### config.mk
export PLATFORM = sky130hd
export DESIGN_NAME = div_issue_ctrl
export DESIGN_NICKNAME = d
export VERILOG_FILES = /design/src/rtl/div_pkg.sv /design/src/rtl/div_issue_ctrl.sv
export SDC_FILE = /design/constraint.sdc
export NUM_CORES = 1
export LEC_CHECK = 0
export ABC_AREA = 0
export CORE_ASPECT_RATIO = 1.2
export CORE_MARGIN = 2
export CORE_UTILIZATION = 40
export DETAILED_ROUTE_END_ITERATION = 8
export PLACE_DENSITY_LB_ADDON = 0.08
export REMOVE_ABC_BUFFERS = 1
export SLEW_MARGIN = 20
export SYNTH_ARGS = -nofsm -noshare
export SYNTH_HDL_FRONTEND = slang
export SYNTH_SLANG_ARGS = --single-unit
### constraint.sdc
create_clock -name clk -period 2.6 [get_ports clk]
set_clock_uncertainty 0.2 [all_clocks]
set_input_delay 0.39 -clock clk [delete_from_list [all_inputs] [get_ports clk]]
set_output_delay 0.39 -clock clk [all_outputs]
set_load 0.05 [all_outputs]
### src/rtl/div_pkg.sv
// Shared types and constants for the line-divider requester.
package div_pkg;

  typedef enum logic [1:0] {
    StIdle  = 2'd0,
    StIssue = 2'd1,
    StWait  = 2'd2,
    StHold  = 2'd3
  } div_state_e;

  localparam int unsigned DefNumW = 16;
  localparam int unsigned DefDenW = 12;

  // Quotient reported for a zero denominator at the default width.
  localparam logic [DefNumW-1:0] DivZeroQuo = '1;

endpackage

### src/rtl/div_issue_ctrl.sv
// Requester side of the multicycle divider handshake: accepts an operand pair,
// pulses div_start_o, waits for div_done_i (with timeout) and presents the result.
module div_issue_ctrl
  import div_pkg::*;
#(
  parameter int unsigned NUM_W   = DefNumW,
  parameter int unsigned DEN_W   = DefDenW,
  parameter int unsigned TIMEOUT = 16,
  parameter int unsigned CNT_W   = 5
) (
  input  logic             clk,
  input  logic             rst,
  input  logic             in_valid_i,
  output logic             in_ready_o,
  input  logic [NUM_W-1:0] in_num_i,
  input  logic [DEN_W-1:0] in_den_i,
  output logic             div_start_o,
  output logic [NUM_W-1:0] div_num_o,
  output logic [DEN_W-1:0] div_den_o,
  input  logic             div_done_i,
  input  logic [NUM_W-1:0] div_quo_i,
  output logic             out_valid_o,
  input  logic             out_ready_i,
  output logic [NUM_W-1:0] out_quo_o,
  output logic             out_err_o,
  output logic             busy_o
);

  localparam logic [CNT_W-1:0] CntMax = CNT_W'(TIMEOUT - 1);

  div_state_e       state_q, state_d;
  logic [CNT_W-1:0] cnt_q, cnt_d;
  logic [NUM_W-1:0] num_q, num_d;
  logic [DEN_W-1:0] den_q, den_d;
  logic [NUM_W-1:0] quo_q, quo_d;
  logic             err_q, err_d;
  logic             start_q, start_d;

  // Next-state, operand latch, timeout counter and result capture.
  always_comb begin
    state_d = state_q;
    cnt_d   = cnt_q;
    num_d   = num_q;
    den_d   = den_q;
    quo_d   = quo_q;
    err_d   = err_q;
    start_d = 1'b0;
    unique case (state_q)
      StIdle: begin
        if (in_valid_i) begin
          num_d = in_num_i;
          den_d = in_den_i;
          if (in_den_i == '0) begin
            // Divider is never started for a zero denominator.
            quo_d   = '1;
            err_d   = 1'b1;
            state_d = StHold;
          end else begin
            start_d = 1'b1;
            state_d = StIssue;
          end
        end
      end
      StIssue: begin
        cnt_d   = '0;
        state_d = StWait;
      end
      StWait: begin
        if (cnt_q != CntMax) begin
          cnt_d = cnt_q + 1'b1;
        end
        // A done coinciding with the timeout cycle still counts as success.
        if (div_done_i) begin
          quo_d   = div_quo_i;
          err_d   = 1'b0;
          state_d = StHold;
        end else if (cnt_q == CntMax) begin
          quo_d   = '0;
          err_d   = 1'b1;
          state_d = StHold;
        end
      end
      StHold: begin
        if (out_ready_i) begin
          state_d = StIdle;
        end
      end
    endcase
  end

  // State and datapath registers, asynchronously cleared.
  always_ff @(posedge clk or posedge rst) begin
    if (rst) begin
      state_q <= StIdle;
      cnt_q   <= '0;
      num_q   <= '0;
      den_q   <= '0;
      quo_q   <= '0;
      err_q   <= 1'b0;
      start_q <= 1'b0;
    end else begin
      state_q <= state_d;
      cnt_q   <= cnt_d;
      num_q   <= num_d;
      den_q   <= den_d;
      quo_q   <= quo_d;
      err_q   <= err_d;
      start_q <= start_d;
    end
  end

  // Handshake flags decode directly from state.
  always_comb begin
    in_ready_o  = (state_q == StIdle);
    out_valid_o = (state_q == StHold);
    busy_o      = (state_q != StIdle);
  end

  assign div_start_o = start_q;
  assign div_num_o   = num_q;
  assign div_den_o   = den_q;
  assign out_quo_o   = quo_q;
  assign out_err_o   = err_q;

endmodule

Word-level counts from Yosys, hierarchy flattened. Cells that the tools add are included.

Register bits after elaboration: 53. Output and inout port bits: 49.

Add/subtract/negate cells: 1. Eq/ne operators: 10. Mux-type cells: 21. Reduce and logical (&&, ||, !) cells: 9.

Operators with widths (count): $mux 16 (4); $pmux 16 s2 (1); $logic_not 12->1 (1); $mux 2 (5); $pmux 5 s2 (1); $pmux 2 s4 (1); $mux 1 (7); $reduce_bool 2->1 (3); $add 5x1->5 const B (1); $eq 5x4->1 const B (1); $mux 5 (1); $ne 5x4->1 const B (1); $eq 2x2->1 const B (2); $ne 2x1->1 const B (2); $ne 2x2->1 const B (2); $reduce_and 2->1 (2); $reduce_and 4->1 (1); $ne 3x3->1 const B (1); $reduce_and 3->1 (1); $eq 2x1->1 const B (1); $logic_not 2->1 (1); $pmux 1 s2 (1).

Longest topological paths before layout.
Depth in word-level cells: 4. Mapped depth: 8. Depth with buffers taken out: 7.

Worst setup path before layout. OpenSTA, ideal clock, no wires.

Path type: reg-to-reg. From: register state_q[0]. To: register err_q, in the netlist out_err_o. Library setup time: 0.087 ns. Arrival time: 2.229 ns. Data required time: 2.313 ns. Path slack: 0.085 ns. Stages on the path, launching flop included: 6. Period minus slack after synthesis: 2.515 ns. Cells stage by stage: dfrtp_1 > inv_1 > ha_1 > inv_1 > or3b_2 > o211ai_1.

Cells in the longest elaborated chain, start to end: 3. Elaborated cells between the ends (all ways): 8. Classes of those cells: eq/ne (4); mux (1); reduce/logical (3).

Ends and longest elaborated chain: start: declaration (RTL line div_issue_ctrl.sv:31) `div_state_e state_q, state_d;`; start signal: assignment (RTL line div_issue_ctrl.sv:94) `state_q <= StIdle;`; start signal: assignment (RTL line div_issue_ctrl.sv:102) `state_q <= state_d;`; $logic_not 2->1 (*); net in_ready_o (RTL line div_issue_ctrl.sv:14) `output logic in_ready_o,`; $ne 2x1->1 (no source line) (tied with other cells); $reduce_and 4->1 (no source line); end signal: assignment (RTL line div_issue_ctrl.sv:107) `err_q <= err_d;`; end: declaration (RTL line div_issue_ctrl.sv:36) `logic err_q, err_d;`.

Mark *: on every way through the listed nets, which the timed path passes. The rest lies on a longest branch. A chain may end at the register's enable or synchronous reset.

Worst setup path after layout.
From: register cnt_q[0]. To: register quo_q[11], in the netlist out_quo_o[11].

Cells in the longest elaborated chain, start to end: 3.

Ends and longest elaborated chain: start: declaration (RTL line div_issue_ctrl.sv:32) `logic [CNT_W-1:0] cnt_q, cnt_d;`; start signal: assignment (RTL line div_issue_ctrl.sv:103) `cnt_q <= cnt_d;`; $eq 5x4->1 (RTL line div_issue_ctrl.sv:77) `end else if (cnt_q == CntMax) begin`; $ne 3x3->1 (no source line); $reduce_and 4->1 (no source line); end signal: assignment (RTL line div_issue_ctrl.sv:106) `quo_q <= quo_d;`; end: declaration (RTL line div_issue_ctrl.sv:35) `logic [NUM_W-1:0] quo_q, quo_d;`.

Every way passes these cells.

==> impl_metrics.yaml <==
sta:
  hold_viol: 0
  fmaxAchievable_mhz: 435.0
  worst_pin_slew_ns: 0.6155
  setup_viol: 0
  fin_crit_sh: 0.8842
  min_period_ns: 2.299
  finalHoldWorstSlack_ns: 0.2726
  maxSlewHeadroom: 0.5890
  setup_slack_ns: 0.3010
  rsz0062_at_grt: "false"
  fin_tns_setup_ns: 0
  timing.final.max_slew_violations: 0
floorplanning:
  rows: 30
  die_h_microns: 88.61
  io_pins: 98
  dieWidth_microns: 74.51
  fp.coreArea_sq_um: 5705
  initial_utilization: 0.4182
  die_area_sq_um: 6602
critical_path:
  cp.arrival_ns: 2.32
  crit_fanout: 16
  startpoint_type: "flop"
  endpoint_kind: "flop"
  critical_path_required_ns: 2.62
  r2r_cells: 8
  worst-setup-path-type: "reg2reg"
power:
  peakVddDrop_uv: 751.4
  design_power_total_uw: 5172
  p_per_area_nw_per_um2: 1454
  cellLeakagePower_uw: 0.001472
detailed_routing:
  ant_nets: 0
  num_vias: 1732
  wire_per_inst_microns: 14.30
  vias_per_cell: 4.825
  drc: 0
  drt-total-wl_microns: 5132
  drt_first_pass_iters: 3
  dr.first_iter.drc_count: 53
finish:
  drive_gt1_frac: 0.2151
  n_fill_cell: 497
  area_delta_synth_final_pct: 49.08
  nets: 333
  multiInputGateArea_sq_um: 968.4
  final_common_cell: "clkdlybuf4s50_1"
  utilization: 0.6235
  seq_area_sq_um: 1326
  final_cell_mix: "clkdlybuf4s50_1 (95), dfrtp_1 (53), mux2_2 (28)"
  diodes: 0
synth:
  synth.distinct_cells: 32
  synthArstFlopShare: 1.000
  postSynthAreaPerCell_sq_um: 13.48
  yosysWarningCount: 0
  synth-seq-cells: 53
  synth_edf_count: 0
  yosysSeqAreaShare: 0.5558
  syn_inst: 177
  syn_area_sq_um: 2386
  synth_flop_cell: "dfrtp_1"
run_status:
  outcome: "completed"
clock_network:
  clk_pin_slew_ns: 0.09
  cts_resized: 0
  clk_latency_ns: 0.30
  cts_max_path_buffers: 2
  cts_tree: "built"
  cts-root-buf: "clkbuf_8"
  cts.sinks: 53
  cts_setup_buffers: 0
  postCtsHoldBufs: 0
  cts_max_level: 2
  cts_buffers: 5
global_route:
  grt_pass1_vias: 1782
  grt_start_max_net_pins: 30
  grt_pass1_wl_microns: 8211
  grt_use_total: 0.1648
  grt_overflow: 0
  antenna_found_initial: 0
job:
  maxCapViolCount: 0
worst_hold_path:
  hold_path.class: "in2async"
place:
  io_buffers: 97
  gp_congestion: 0.7380
  place_ws_ns: 0.2839
  dp_hpwl_microns: 3840
==> kinds of logic (layout without fill, tap and decap cells) <==
family	Yosys count	after routing	share of synthesized area
AO/OA/AOI/OAI	34	34	0.1421
adder cells (fa/ha/maj)	6	6	0.03146
buffers and inverters	18	120	0.03828
flip-flops	53	53	0.5558
multiplexers	30	30	0.1405
AND/OR/NAND/NOR	36	36	0.09177
==> critical path, stage by stage, from the launching register on <==
cell and delay, ns:
dfrtp_1 0.42, ha_1 0.24, and3_1 0.19, ha_1 0.23, nand2b_1 0.20, o21ai_2 0.32
a211oi_4 0.08, buf_12 0.17, a2bb2oi_1 0.17
==> layer usage <==
layer  track usage  up-vias  routed length (microns)
met5             0        -                        0
met4       0.04870        0                       63
met3       0.08542        5                      552
met2        0.2631       61                     2448
met1        0.1941      836                     2068
li1              -      830                        -
==> cell usage after synthesis, types with 2 or more instances <==
master / n / area [sq um]
dfrtp_1: 53 / 1326
mux2_2: 28 / 315.3
nand2_1: 19 / 71.32
a2bb2oi_2: 10 / 150.1
inv_1: 10 / 37.54
a2bb2oi_1: 6 / 52.55
ha_1: 6 / 75.07
a21oi_1: 5 / 25.02
buf_2: 4 / 20.02
nor2_1: 4 / 15.01
nand2b_1: 3 / 18.77
nor4_4: 3 / 63.81
o21ai_0: 3 / 15.01
a31oi_1: 2 / 12.51
clkbuf_1: 2 / 7.510
mux2i_1: 2 / 20.02
nand3_1: 2 / 10.01
==> worst paths after layout <==
path	start	end	slack, ns
worst max-delay path	cnt_q[0]$_DFFE_PP0P_	out_quo_o[11]$_DFFE_PP0P_	0.30
worst min-delay path	rst	div_den_o[2]$_DFFE_PP0P_	0.27
worst max register to register	cnt_q[0]$_DFFE_PP0P_	out_quo_o[11]$_DFFE_PP0P_	0.30
worst min register to register	cnt_q[3]$_DFFE_PP0P_	cnt_q[3]$_DFFE_PP0P_	0.29
max in group asynchronous	rst	div_den_o[11]$_DFFE_PP0P_	1.36
min in group clk	cnt_q[3]$_DFFE_PP0P_	cnt_q[3]$_DFFE_PP0P_	0.29
==> final cells by class <==
class | instances | share of cell area
Timing Repair Buffer | 102 | 0.2926
Inverter | 10 | 0.01055
Multi-Input combinational cell | 106 | 0.2722
Sequential cell | 53 | 0.3728
Clock buffer | 7 | 0.02146
Clock inverter | 1 | 0.002110
Tap cell | 80 | 0.02814
==> metrics by stage <==
| step | std cells | cell area, sq um |
|---|---|---|
| floorplan | 169 | 2332 |
| global placement | 351 | 3473 |
| detailed placement | 351 | 3473 |
| CTS | 359 | 3557 |
| global route | 359 | 3557 |
| finish | 359 | 3557 |
==> flip-flops by register name (all words and copies together) (netlist names) <==
signal	count
cnt_q	5
div_den_o	12
div_num_o	16
div_start_o	1
out_err_o	1
out_quo_o	16
state_q	2
==> where the power goes <==
part	switching, uW	internal [uW]
clock network	260	191
registers	229	1220
logic	2000	1260
(Power assumes the default switching activity.)
